<file path="config.mk">
export PLATFORM = sky130hd
export DESIGN_NAME = pipelinemath_arbiter_flat
export DESIGN_NICKNAME = d
export VERILOG_FILES = /design/src/rtl/pipelinemath_arbiter_if.sv /design/src/rtl/pipelinemath_arbiter.sv /design/src/flat_wrapper.sv
export SDC_FILE = /design/constraint.sdc
export NUM_CORES = 1
export LEC_CHECK = 0
export CAP_MARGIN = 20
export CORE_ASPECT_RATIO = 0.6
export CORE_MARGIN = 3
export CORE_UTILIZATION = 48
export DETAILED_ROUTE_END_ITERATION = 8
export HOLD_SLACK_MARGIN = 0.02
export MAX_ROUTING_LAYER = met4
export PLACE_DENSITY = 0.76
export SLEW_MARGIN = 0
export SYNTH_ARGS = -nofsm -noshare
export SYNTH_HDL_FRONTEND = slang
export SYNTH_SLANG_ARGS = --single-unit
</file>
<file path="constraint.sdc">
create_clock -name clock -period 4.93 [get_ports clock]
set_input_delay 1.2325 -clock clock [delete_from_list [all_inputs] [get_ports clock]]
set_output_delay 1.2325 -clock clock [all_outputs]
set_load 0.1 [all_outputs]
</file>
<file path="src/rtl/pipelinemath_arbiter_if.sv">
// pipelinemath_arbiter_if
//   Request/result bundle for pipelinemath_arbiter.
//   slave  : the arbiter side (takes requests, drives results).
//   master : the requester/consumer side.
//   Signals:
//     req_valid[3:0]   requester i presents an operation
//     req_ready[3:0]   requester i's operation accepted this cycle (one-hot or zero)
//     req_input1..4    packed operands, requester i at [i*DATA_WIDTH +: DATA_WIDTH]
//     result           input1 + input2 * (input4 - input3), 2*DATA_WIDTH wide
//     result_id        requester index that issued the result
//     result_valid     result/result_id valid
//     result_ready     consumer takes the result this cycle
//     op_count         number of delivered results (wraps)
interface pipelinemath_arbiter_if #(
  parameter int DATA_WIDTH = 8
);
  logic [3:0]              req_valid;
  logic [3:0]              req_ready;
  logic [4*DATA_WIDTH-1:0] req_input1;
  logic [4*DATA_WIDTH-1:0] req_input2;
  logic [4*DATA_WIDTH-1:0] req_input3;
  logic [4*DATA_WIDTH-1:0] req_input4;
  logic [2*DATA_WIDTH-1:0] result;
  logic [1:0]              result_id;
  logic                    result_valid;
  logic                    result_ready;
  logic [15:0]             op_count;

  modport slave (
    input  req_valid, req_input1, req_input2, req_input3, req_input4, result_ready,
    output req_ready, result, result_id, result_valid, op_count
  );

  modport master (
    output req_valid, req_input1, req_input2, req_input3, req_input4, result_ready,
    input  req_ready, result, result_id, result_valid, op_count
  );
endinterface

</file>
<file path="src/rtl/pipelinemath_arbiter.sv">
// pipelinemath_arbiter
//   Four requesters share one 3-stage arithmetic pipeline computing
//   result = input1 + input2 * (input4 - input3).
//     stage 1: subtract, capture input1/input2/id
//     stage 2: multiply, carry input1/id
//     stage 3: add into the result register
//   The whole pipe and the arbiter pointer advance together; a held result
//   (result_valid && !result_ready) freezes everything.
//   Ports:
//     clock  sole clock
//     reset  asynchronous, active-low
//     bus    pipelinemath_arbiter_if.slave (requests, result, op_count)
//   Build option:
//     PIPELINEMATH_ARBITER_FIXED_PRIORITY_EN  defined -> lowest-index valid
//     requester always wins; otherwise round-robin starting at a pointer that
//     moves to one past the last granted requester.

// Per-requester operand unpack plus the stage-1 subtraction.
module pipelinemath_arbiter_lane #(
  parameter int DATA_WIDTH = 8
) (
  input  logic [DATA_WIDTH-1:0] in1,
  input  logic [DATA_WIDTH-1:0] in2,
  input  logic [DATA_WIDTH-1:0] in3,
  input  logic [DATA_WIDTH-1:0] in4,
  output logic [DATA_WIDTH-1:0] op1,
  output logic [DATA_WIDTH-1:0] op2,
  output logic [DATA_WIDTH-1:0] diff
);
  assign op1  = in1;
  assign op2  = in2;
  assign diff = in4 - in3;  // wraps modulo 2^DATA_WIDTH
endmodule

module pipelinemath_arbiter #(
  parameter int DATA_WIDTH = 8
) (
  input logic                  clock,
  input logic                  reset,
  pipelinemath_arbiter_if.slave bus
);
  localparam int NUM_REQ = 4;
  localparam int STAGES  = 3;
  localparam int DW      = DATA_WIDTH;
  localparam int RW      = 2 * DATA_WIDTH;

  typedef struct packed {
    logic [DW-1:0] in1;
    logic [DW-1:0] in2;
    logic [DW-1:0] diff;
    logic [1:0]    id;
  } s1_t;

  typedef struct packed {
    logic [DW-1:0] in1;
    logic [RW-1:0] prod;
    logic [1:0]    id;
  } s2_t;

  logic [NUM_REQ-1:0][DW-1:0] lane_op1;
  logic [NUM_REQ-1:0][DW-1:0] lane_op2;
  logic [NUM_REQ-1:0][DW-1:0] lane_diff;

  logic [1:0]        gnt_id;
  logic              gnt_any;
  logic              advance;
  logic              xfer;
  logic [STAGES:1]   vld_q;
  logic [STAGES:0]   vld_pipe;
  s1_t               s1;
  s2_t               s2;
  logic [RW-1:0]     result_q;
  logic [1:0]        id_q;
  logic [15:0]       op_count_q;

  for (genvar i = 0; i < NUM_REQ; i++) begin : g_lane
    pipelinemath_arbiter_lane #(.DATA_WIDTH(DW)) u_lane (
      .in1  (bus.req_input1[i*DW +: DW]),
      .in2  (bus.req_input2[i*DW +: DW]),
      .in3  (bus.req_input3[i*DW +: DW]),
      .in4  (bus.req_input4[i*DW +: DW]),
      .op1  (lane_op1[i]),
      .op2  (lane_op2[i]),
      .diff (lane_diff[i])
    );
  end

  // Stage 3 valid is result_valid; a result the consumer refuses stalls all.
  assign advance  = !(vld_q[STAGES] && !bus.result_ready);
  // Gate with reset so req_ready reads 0 while reset is held, even though the
  // stall term alone would allow a grant.
  assign xfer     = gnt_any && advance && reset;
  assign vld_pipe = {vld_q, xfer};

`ifdef PIPELINEMATH_ARBITER_FIXED_PRIORITY_EN
  always_comb begin
    gnt_id  = '0;
    gnt_any = 1'b0;
    // Scan downward so the lowest valid index is the one left standing.
    for (int k = NUM_REQ - 1; k >= 0; k--) begin
      if (bus.req_valid[k]) begin
        gnt_any = 1'b1;
        gnt_id  = 2'(k);
      end
    end
  end
`else
  logic [1:0] ptr;
  logic [1:0] srch_idx;

  always_comb begin
    gnt_id   = '0;
    gnt_any  = 1'b0;
    srch_idx = '0;
    // Scan ptr+3 down to ptr so the nearest valid at/after ptr wins.
    for (int k = NUM_REQ - 1; k >= 0; k--) begin
      srch_idx = ptr + 2'(k);
      if (bus.req_valid[srch_idx]) begin
        gnt_any = 1'b1;
        gnt_id  = srch_idx;
      end
    end
  end

  always_ff @(posedge clock or negedge reset) begin
    if (!reset)    ptr <= '0;
    else if (xfer) ptr <= gnt_id + 2'd1;
  end
`endif

  always_comb begin
    bus.req_ready = '0;
    if (xfer) bus.req_ready[gnt_id] = 1'b1;
  end

  always_ff @(posedge clock or negedge reset) begin
    if (!reset) begin
      vld_q    <= '0;
      s1       <= '0;
      s2       <= '0;
      result_q <= '0;
      id_q     <= '0;
    end else if (advance) begin
      vld_q <= vld_pipe[STAGES-1:0];
      if (xfer) begin
        s1.in1  <= lane_op1[gnt_id];
        s1.in2  <= lane_op2[gnt_id];
        s1.diff <= lane_diff[gnt_id];
        s1.id   <= gnt_id;
      end
      if (vld_pipe[1]) begin
        s2.in1  <= s1.in1;
        s2.prod <= RW'(s1.in2) * RW'(s1.diff);
        s2.id   <= s1.id;
      end
      // Bubbles leave the last result in place; only result_valid drops.
      if (vld_pipe[2]) begin
        result_q <= RW'(s2.in1) + s2.prod;
        id_q     <= s2.id;
      end
    end
  end

  always_ff @(posedge clock or negedge reset) begin
    if (!reset)                                op_count_q <= '0;
    else if (vld_q[STAGES] && bus.result_ready) op_count_q <= op_count_q + 16'd1;
  end

  assign bus.result       = result_q;
  assign bus.result_id    = id_q;
  assign bus.result_valid = vld_q[STAGES];
  assign bus.op_count     = op_count_q;
endmodule
</file>
<file path="src/flat_wrapper.sv">
// flat-port wrapper written by rule: the top's interface ports become plain ports
module pipelinemath_arbiter_flat 
#(
  parameter int DATA_WIDTH = 8
)
  (clock, reset, bus_req_valid, bus_req_input1, bus_req_input2, bus_req_input3, bus_req_input4, bus_result_ready, bus_req_ready, bus_result, bus_result_id, bus_result_valid, bus_op_count);
  pipelinemath_arbiter_if #(.DATA_WIDTH(DATA_WIDTH)) bus_i ();
  input logic clock;
  input logic reset;
  input wire logic [$bits(bus_i.req_valid)-1:0] bus_req_valid;
  input wire logic [$bits(bus_i.req_input1)-1:0] bus_req_input1;
  input wire logic [$bits(bus_i.req_input2)-1:0] bus_req_input2;
  input wire logic [$bits(bus_i.req_input3)-1:0] bus_req_input3;
  input wire logic [$bits(bus_i.req_input4)-1:0] bus_req_input4;
  input wire logic [$bits(bus_i.result_ready)-1:0] bus_result_ready;
  output wire logic [$bits(bus_i.req_ready)-1:0] bus_req_ready;
  output wire logic [$bits(bus_i.result)-1:0] bus_result;
  output wire logic [$bits(bus_i.result_id)-1:0] bus_result_id;
  output wire logic [$bits(bus_i.result_valid)-1:0] bus_result_valid;
  output wire logic [$bits(bus_i.op_count)-1:0] bus_op_count;
  assign bus_i.req_valid = bus_req_valid;
  assign bus_i.req_input1 = bus_req_input1;
  assign bus_i.req_input2 = bus_req_input2;
  assign bus_i.req_input3 = bus_req_input3;
  assign bus_i.req_input4 = bus_req_input4;
  assign bus_i.result_ready = bus_result_ready;
  assign bus_req_ready = bus_i.req_ready;
  assign bus_result = bus_i.result;
  assign bus_result_id = bus_i.result_id;
  assign bus_result_valid = bus_i.result_valid;
  assign bus_op_count = bus_i.op_count;
  pipelinemath_arbiter #(.DATA_WIDTH(DATA_WIDTH)) u_core (.clock(clock), .reset(reset), .bus(bus_i));
endmodule
</file>
==> flow_metrics.env, run 1 <==
export IMPL_track_usage_pct=22.9
export IMPL_finalCritPeriodShare_pct=93.6
export IMPL_firstDrtPassIters=5
export IMPL_mostFrequentLayoutCells="nand2_1, clkdlybuf4s50_1, inv_1"
export IMPL_cts_made_buffers=9
export IMPL_fp_coreArea_um2=15800
export IMPL_fmaxAchievable_mhz=217
export IMPL_hold_violations=0
export IMPL_worst_path_max_fanout=9
export IMPL_slew_viol_final=0
export IMPL_max_cap_violations=0
export IMPL_critPathLaunchType="flop"
export IMPL_synthArstFlopShare_pct=100
export IMPL_synthCells=929
export IMPL_postRouteAntennaNets=0
export IMPL_cts_root_buffer="clkbuf_16"
export IMPL_grt_pass1_wl_um=32700
export IMPL_antenna_cells=0
export IMPL_start_util_pct=50.4
export IMPL_synth_warnings=0
export IMPL_synth_area_um2=7970
export IMPL_path_clk_slew_ns=0.07
export IMPL_worstSetupEndpointType="flop"
export IMPL_synth_top_area_cell="dfrtp_1"
export IMPL_critical_path_class="reg2reg"
export IMPL_cp_data_arrival_time_ns=4.90
export IMPL_drt_iter0_drc=400
export IMPL_hold_path_depth=1
export IMPL_drive_gt1_share_pct=4.91
export IMPL_top_layer_used="met4"
export IMPL_critPathMaxStageDelay_ns=0.56
export IMPL_cts_tree="yes"
export IMPL_setup_viol=0
export IMPL_wire_per_inst_um=15.3
export IMPL_skew_ns=0.0103
export IMPL_seq_area_frac_synth_pct=28.6
export IMPL_cts_hold_buf=0
export IMPL_setup_ws_ns=0.318
export IMPL_wl_met1_um=10400
export IMPL_crit_chain="nand2_1 > fa_1 > fa_1 > inv_1 > fa_1 > inv_1 > fa_1 > inv_1 > ha_1 > o21a_1 > o21a_1 > a21oi_1 > o21ai_0 > or4b_1 > nand3_1"
export IMPL_status="finished clean"
export IMPL_tns_ns=0
export IMPL_power_leakage_nw=4.90
export IMPL_vias_per_cell=5.21
export IMPL_dominantRegCellSynth="dfrtp_1"
export IMPL_wl_met2_um=8540
export IMPL_critPathMostFrequentCell="fa_1"
export IMPL_num_rows=35
export IMPL_synth_area_top_cells="dfrtp_1, ha_1, fa_1, nand2_1, o21ai_0"
export IMPL_die_h_um=106
export IMPL_routed_wl_um=20200
export IMPL_dr_wl_met3_um=1160
export IMPL_gp_congestion=0.955
export IMPL_period_minus_slack_ns=4.61
export IMPL_grt_max_degree=64
export IMPL_power_density_nw_per_um2=689
export IMPL_layout_commonest_cell="nand2_1"
export IMPL_synth_fp_nets=1182
export IMPL_hp_class="reg2reg"
export IMPL_synth_edff_count=0
export IMPL_drc_errors=0
export IMPL_overflow=0
export IMPL_ir_drop_mv=0.522
export IMPL_finish_net_count=1348
export IMPL_worstPathRequired_ns=5.21
export IMPL_insertion_delay_ns=0.35
export IMPL_grt_pass1_vias=6620
export IMPL_area_growth_pct=28.5
export IMPL_cp_slowest_cell="dfrtp_1"
export IMPL_hpwl_um=16500
export IMPL_portBuffers=173
export IMPL_cts_path_max_buffers=2
export IMPL_ioPinCount=174
export IMPL_cts_setup_buffers=0
export IMPL_cts_sinks=91
export IMPL_cts_resized=0
export IMPL_htreeDepth=3
export IMPL_place_area_um2=9950
export IMPL_dieArea_um2=18200
export IMPL_synth_distinct_cells=55
export IMPL_dp_slack_ns=0.343
export IMPL_antenna_found_initial=0
export IMPL_synth_seq_cells=91
export IMPL_synth_top_cell_area_share_pct=28.6
export IMPL_postLayoutCellArea_um2=10200
export IMPL_n_fill_cell=1330
export IMPL_slew_headroom_pct=33.8
export IMPL_syn_avg_cell_area_um2=8.58
export IMPL_rsz0062_at_grt="no"
export IMPL_die_x_um=172
export IMPL_r2r_cells=15
export IMPL_worst_pin_slew_ns=0.990
export IMPL_vias=6882
Yosys cell counts (3+ instances only):
cell      count
nand3_1      25
a21o_1        9
nor3_1       10
o21bai_1      5
and2_1       56
o21ai_1       6
dfrtp_1      91
buf_6         4
o21ai_0      89
fa_1         41
nand4_1       7
xor2_1       26
a211oi_1      6
nor2b_1      10
nand2_1     180
o21a_1        9
mux2_2       17
nor2_1       21
xnor2_1      32
clkbuf_1     15
mux2i_1       3
and3_1        8
a31oi_1       7
buf_2         8
o22ai_1       3
inv_1        93
ha_1         77
nand2b_1     13
a21oi_1      21
layout make-up:
| class | instances | area [µm²] | share of cell area (%) |
|---|---|---|---|
| Clock buffer | 9 | 225 | 2.20 |
| Clock inverter | 7 | 67.6 | 0.660 |
| Inverter | 94 | 354 | 3.46 |
| Multi-Input combinational cell | 715 | 5190 | 50.7 |
| Sequential cell | 91 | 2280 | 22.2 |
| Tap cell | 222 | 278 | 2.71 |
| Timing Repair Buffer | 184 | 1850 | 18.1 |
per-stage QoR:
step	cells	total power, W	utilization (%)	hold slack [ns]
2_1_floorplan	929	0.00517	-	0.436
3_3_place_gp	1306	0.00623	63.0	0.458
3_5_place_dp	1306	0.00637	63.0	0.462
4_1_cts	1322	0.00710	64.8	0.471
5_1_grt	1322	0.00776	64.8	0.482
6_report	1322	0.00706	64.8	0.469
critical path, delay by kind of cell (launching register included):
| kind | cells | cell delay [ns] |
|---|---|---|
| compound gates | 4 | 0.74 |
| flops | 1 | 0.56 |
| fa+ha+maj | 5 | 2.40 |
| buf+inv | 3 | 0.14 |
| simple gates | 3 | 0.69 |
worst paths after layout:
path                                    startpoint                       to  slack [ns]
max reg2reg                          u_core.s1[12]            u_core.s2[16]        0.32
min                        u_core.bus.op_count[15]  u_core.bus.op_count[15]        0.47
min reg2reg                u_core.bus.op_count[15]  u_core.bus.op_count[15]        0.47
max in group asynchronous                    reset    u_core.bus.result[12]        2.86
max                                  u_core.s1[12]            u_core.s2[16]        0.32
min in group asynchronous                    reset  u_core.bus.result_id[0]        0.94
state kept, by name (all words and copies together) (netlist names):
register / flops
u_core.ptr: 2
u_core.s1: 26
u_core.s2: 26
u_core.bus.op_count: 16
u_core.bus.result_id: 2
u_core.vld_q: 3
u_core.bus.result: 16
report_power, final:
| group | internal, W | switching (W) | total (W) |
|---|---|---|---|
| Combinational | 0.00199 | 0.00299 | 0.00498 |
| Sequential | 0.00106 | 0.000341 | 0.00140 |
| Clock | 0.000355 | 0.000324 | 0.000679 |
kinds of logic (layout without fill, tap and decap cells):
logic type	Yosys count	in the layout	share of synthesized area [%]
simple gates	343	343	20.3
compound gates	176	176	13.3
mux	20	20	2.78
flops	91	91	28.6
fa+ha+maj	118	118	22.4
xor+xnor	58	58	6.37
buf+inv	123	294	6.31
layer usage:
| layer | track usage, % | up-vias |
|---|---|---|
| li1 | - | 3424 |
| met1 | 35.4 | 3236 |
| met2 | 31.6 | 207 |
| met3 | 4.42 | 15 |
| met4 | 3.25 | 0 |
| met5 | - | - |
Power figures use the tool's default switching activity.
==> run 2, diff against run 1 <==
--- a/config.mk
+++ b/config.mk
@@ -12,7 +12,7 @@
 export DETAILED_ROUTE_END_ITERATION = 8
 export HOLD_SLACK_MARGIN = 0.02
 export MAX_ROUTING_LAYER = met4
-export PLACE_DENSITY = 0.76
+export PLACE_DENSITY_LB_ADDON = 0.08
 export SLEW_MARGIN = 0
 export SYNTH_ARGS = -nofsm -noshare
 export SYNTH_HDL_FRONTEND = slang
==> run 2 against run 1 <==
  * Largest power group unchanged
  * Non-clock buffer count is 2 lower
  * Combinational power is essentially flat
  * Clock power is 4.0% higher
  * Critical path type unchanged
  * Critical path depth did not move
  * Highest routed layer unchanged
  * Via count is 0.23% lower
  * Global-route usage up 0.15 points
  * Largest cell class unchanged
==> flow_metrics.env, run 2 (synthesis gave the netlist of run 1 again) <==
export IMPL_path_clk_slew_ns=0.07
export IMPL_firstDrtPassIters=5
export IMPL_min_to="u_core.bus.op_count[15]"
export IMPL_dp_cells=1304
export IMPL_drt_iter0_drc=426
export IMPL_cts_made_buffers=9
export IMPL_overflow=0
export IMPL_worst_path_max_fanout=9
export IMPL_layout_commonest_cell="nand2_1"
export IMPL_cts_root_buffer="clkbuf_16"
export IMPL_slew_viol_final=0
export IMPL_reg2reg_from="u_core.s1[10]"
export IMPL_grt_max_degree=72
export IMPL_cts_resized=0
export IMPL_cts_setup_buffers=0
export IMPL_n_fill_cell=1375
export IMPL_status="finished clean"
export IMPL_portBuffers=173
export IMPL_mostFrequentLayoutCells="nand2_1, clkdlybuf4s50_1, inv_1"
export IMPL_htreeDepth=3
export IMPL_worstPathRequired_ns=5.22
export IMPL_fp_coreArea_um2=15800
export IMPL_cts_sinks=91
export IMPL_gp_congestion=0.925
export IMPL_finalCritPeriodShare_pct=92.0
export IMPL_hold_violations=0
export IMPL_worst_r2r_setup_slack_ns=0.40
export IMPL_ir_drop_mv=0.589
export IMPL_area_growth_pct=28.5
export IMPL_routed_wl_um=20300
export IMPL_start_util_pct=50.4
export IMPL_min_from="u_core.bus.op_count[15]"
export IMPL_wire_per_inst_um=15.4
export IMPL_period_minus_slack_ns=4.53
export IMPL_slew_headroom_pct=33.9
export IMPL_hp_class="reg2reg"
export IMPL_reg_top3="u_core.s1 (26), u_core.s2 (26)"
export IMPL_cts_tree="yes"
export IMPL_r2r_cells=15
export IMPL_cts_path_max_buffers=2
export IMPL_ioPinCount=174
export IMPL_finish_net_count=1346
export IMPL_r2r_end="u_core.s2[16]"
export IMPL_fmaxAchievable_mhz=221
export IMPL_holdWs_ns=0.474
export IMPL_setup_viol=0
export IMPL_die_h_um=106
export IMPL_vias=6866
export IMPL_track_usage_pct=23.0
export IMPL_critPathLaunchType="flop"
export IMPL_skew_ns=0.00886
export IMPL_dieArea_um2=18200
export IMPL_hpwl_um=16500
export IMPL_num_rows=35
export IMPL_vias_per_cell=5.20
export IMPL_power_leakage_nw=4.89
export IMPL_stdcell_count=1320
export IMPL_die_x_um=172
export IMPL_power_density_nw_per_um2=688
export IMPL_worstSetupEndpointType="flop"
export IMPL_grt_pass1_vias=6505
export IMPL_antenna_cells=0
export IMPL_cts_hold_buf=0
export IMPL_antenna_found_initial=0
export IMPL_drive_gt1_share_pct=4.83
export IMPL_tns_ns=0
export IMPL_worst_pin_slew_ns=0.988
export IMPL_cp_data_arrival_time_ns=4.82
export IMPL_critical_path_class="reg2reg"
export IMPL_rsz0062_at_grt="no"
export IMPL_max_cap_violations=0
export IMPL_grt_pass1_wl_um=32400
export IMPL_drc_errors=0
export IMPL_postRouteAntennaNets=0
export IMPL_insertion_delay_ns=0.35
export IMPL_hold_path_depth=1
run 2: critical path, stage by stage (launching register included):
cell,delay (ns)
dfrtp_1,0.48
nand2_1,0.12
fa_1,0.52
fa_1,0.54
inv_1,0.05
fa_1,0.52
inv_1,0.05
fa_1,0.52
inv_1,0.04
ha_1,0.33
o21a_1,0.20
o21a_1,0.18
a21oi_1,0.21
o21ai_0,0.13
or4b_1,0.47
nand3_1,0.09
run 2: final cells by class:
class	count	area, µm²	share of cell area [%]
inverter	94	354	3.46
clock inverter	7	80.1	0.782
sequential	91	2280	22.2
timing repair buffer	182	1840	17.9
tap	222	278	2.71
clock buffer	9	225	2.20
multi-input combinational	715	5190	50.7
run 2: through the flow:
step / util [%] / worst slack (ns) / area, µm² / total power (W)
after floorplan: - / 0.646 / 7970 / 0.00517
after global placement: 62.9 / 0.454 / 9940 / 0.00625
after detailed placement: 62.9 / 0.402 / 9940 / 0.00634
after CTS: 64.8 / 0.380 / 10200 / 0.00710
after global routing: 64.8 / 0.0882 / 10200 / 0.00778
final: 64.8 / 0.397 / 10200 / 0.00705
run 2: routing by layer:
metal  up-vias  global-route usage [%]  wire length, µm
met5         -                       -                0
met2       183                    30.2             8150
met3         9                    6.03             1300
li1       3420                       -                -
met1      3254                    36.0            10700
met4         0                    3.08              125
run 2: power by group:
part,switching [W],internal (W)
Sequential,0.000330,0.00106
Clock,0.000344,0.000362
Combinational,0.00297,0.00198
run 2: worst max-delay path by stage:
stage	cells past startpoint	to	slack [ns]	from
6_report	15	u_core.s2[16]	0.40	u_core.s1[10]
4_1_cts	15	u_core.s2[16]	0.38	u_core.s1[10]
2_1_floorplan	15	u_core.s2[14]	0.65	u_core.s1[9]
3_5_place_dp	15	u_core.s2[16]	0.40	u_core.s1[10]
5_1_grt	15	u_core.s2[16]	0.09	u_core.s1[11]
3_3_place_gp	15	u_core.s2[16]	0.45	u_core.s1[10]
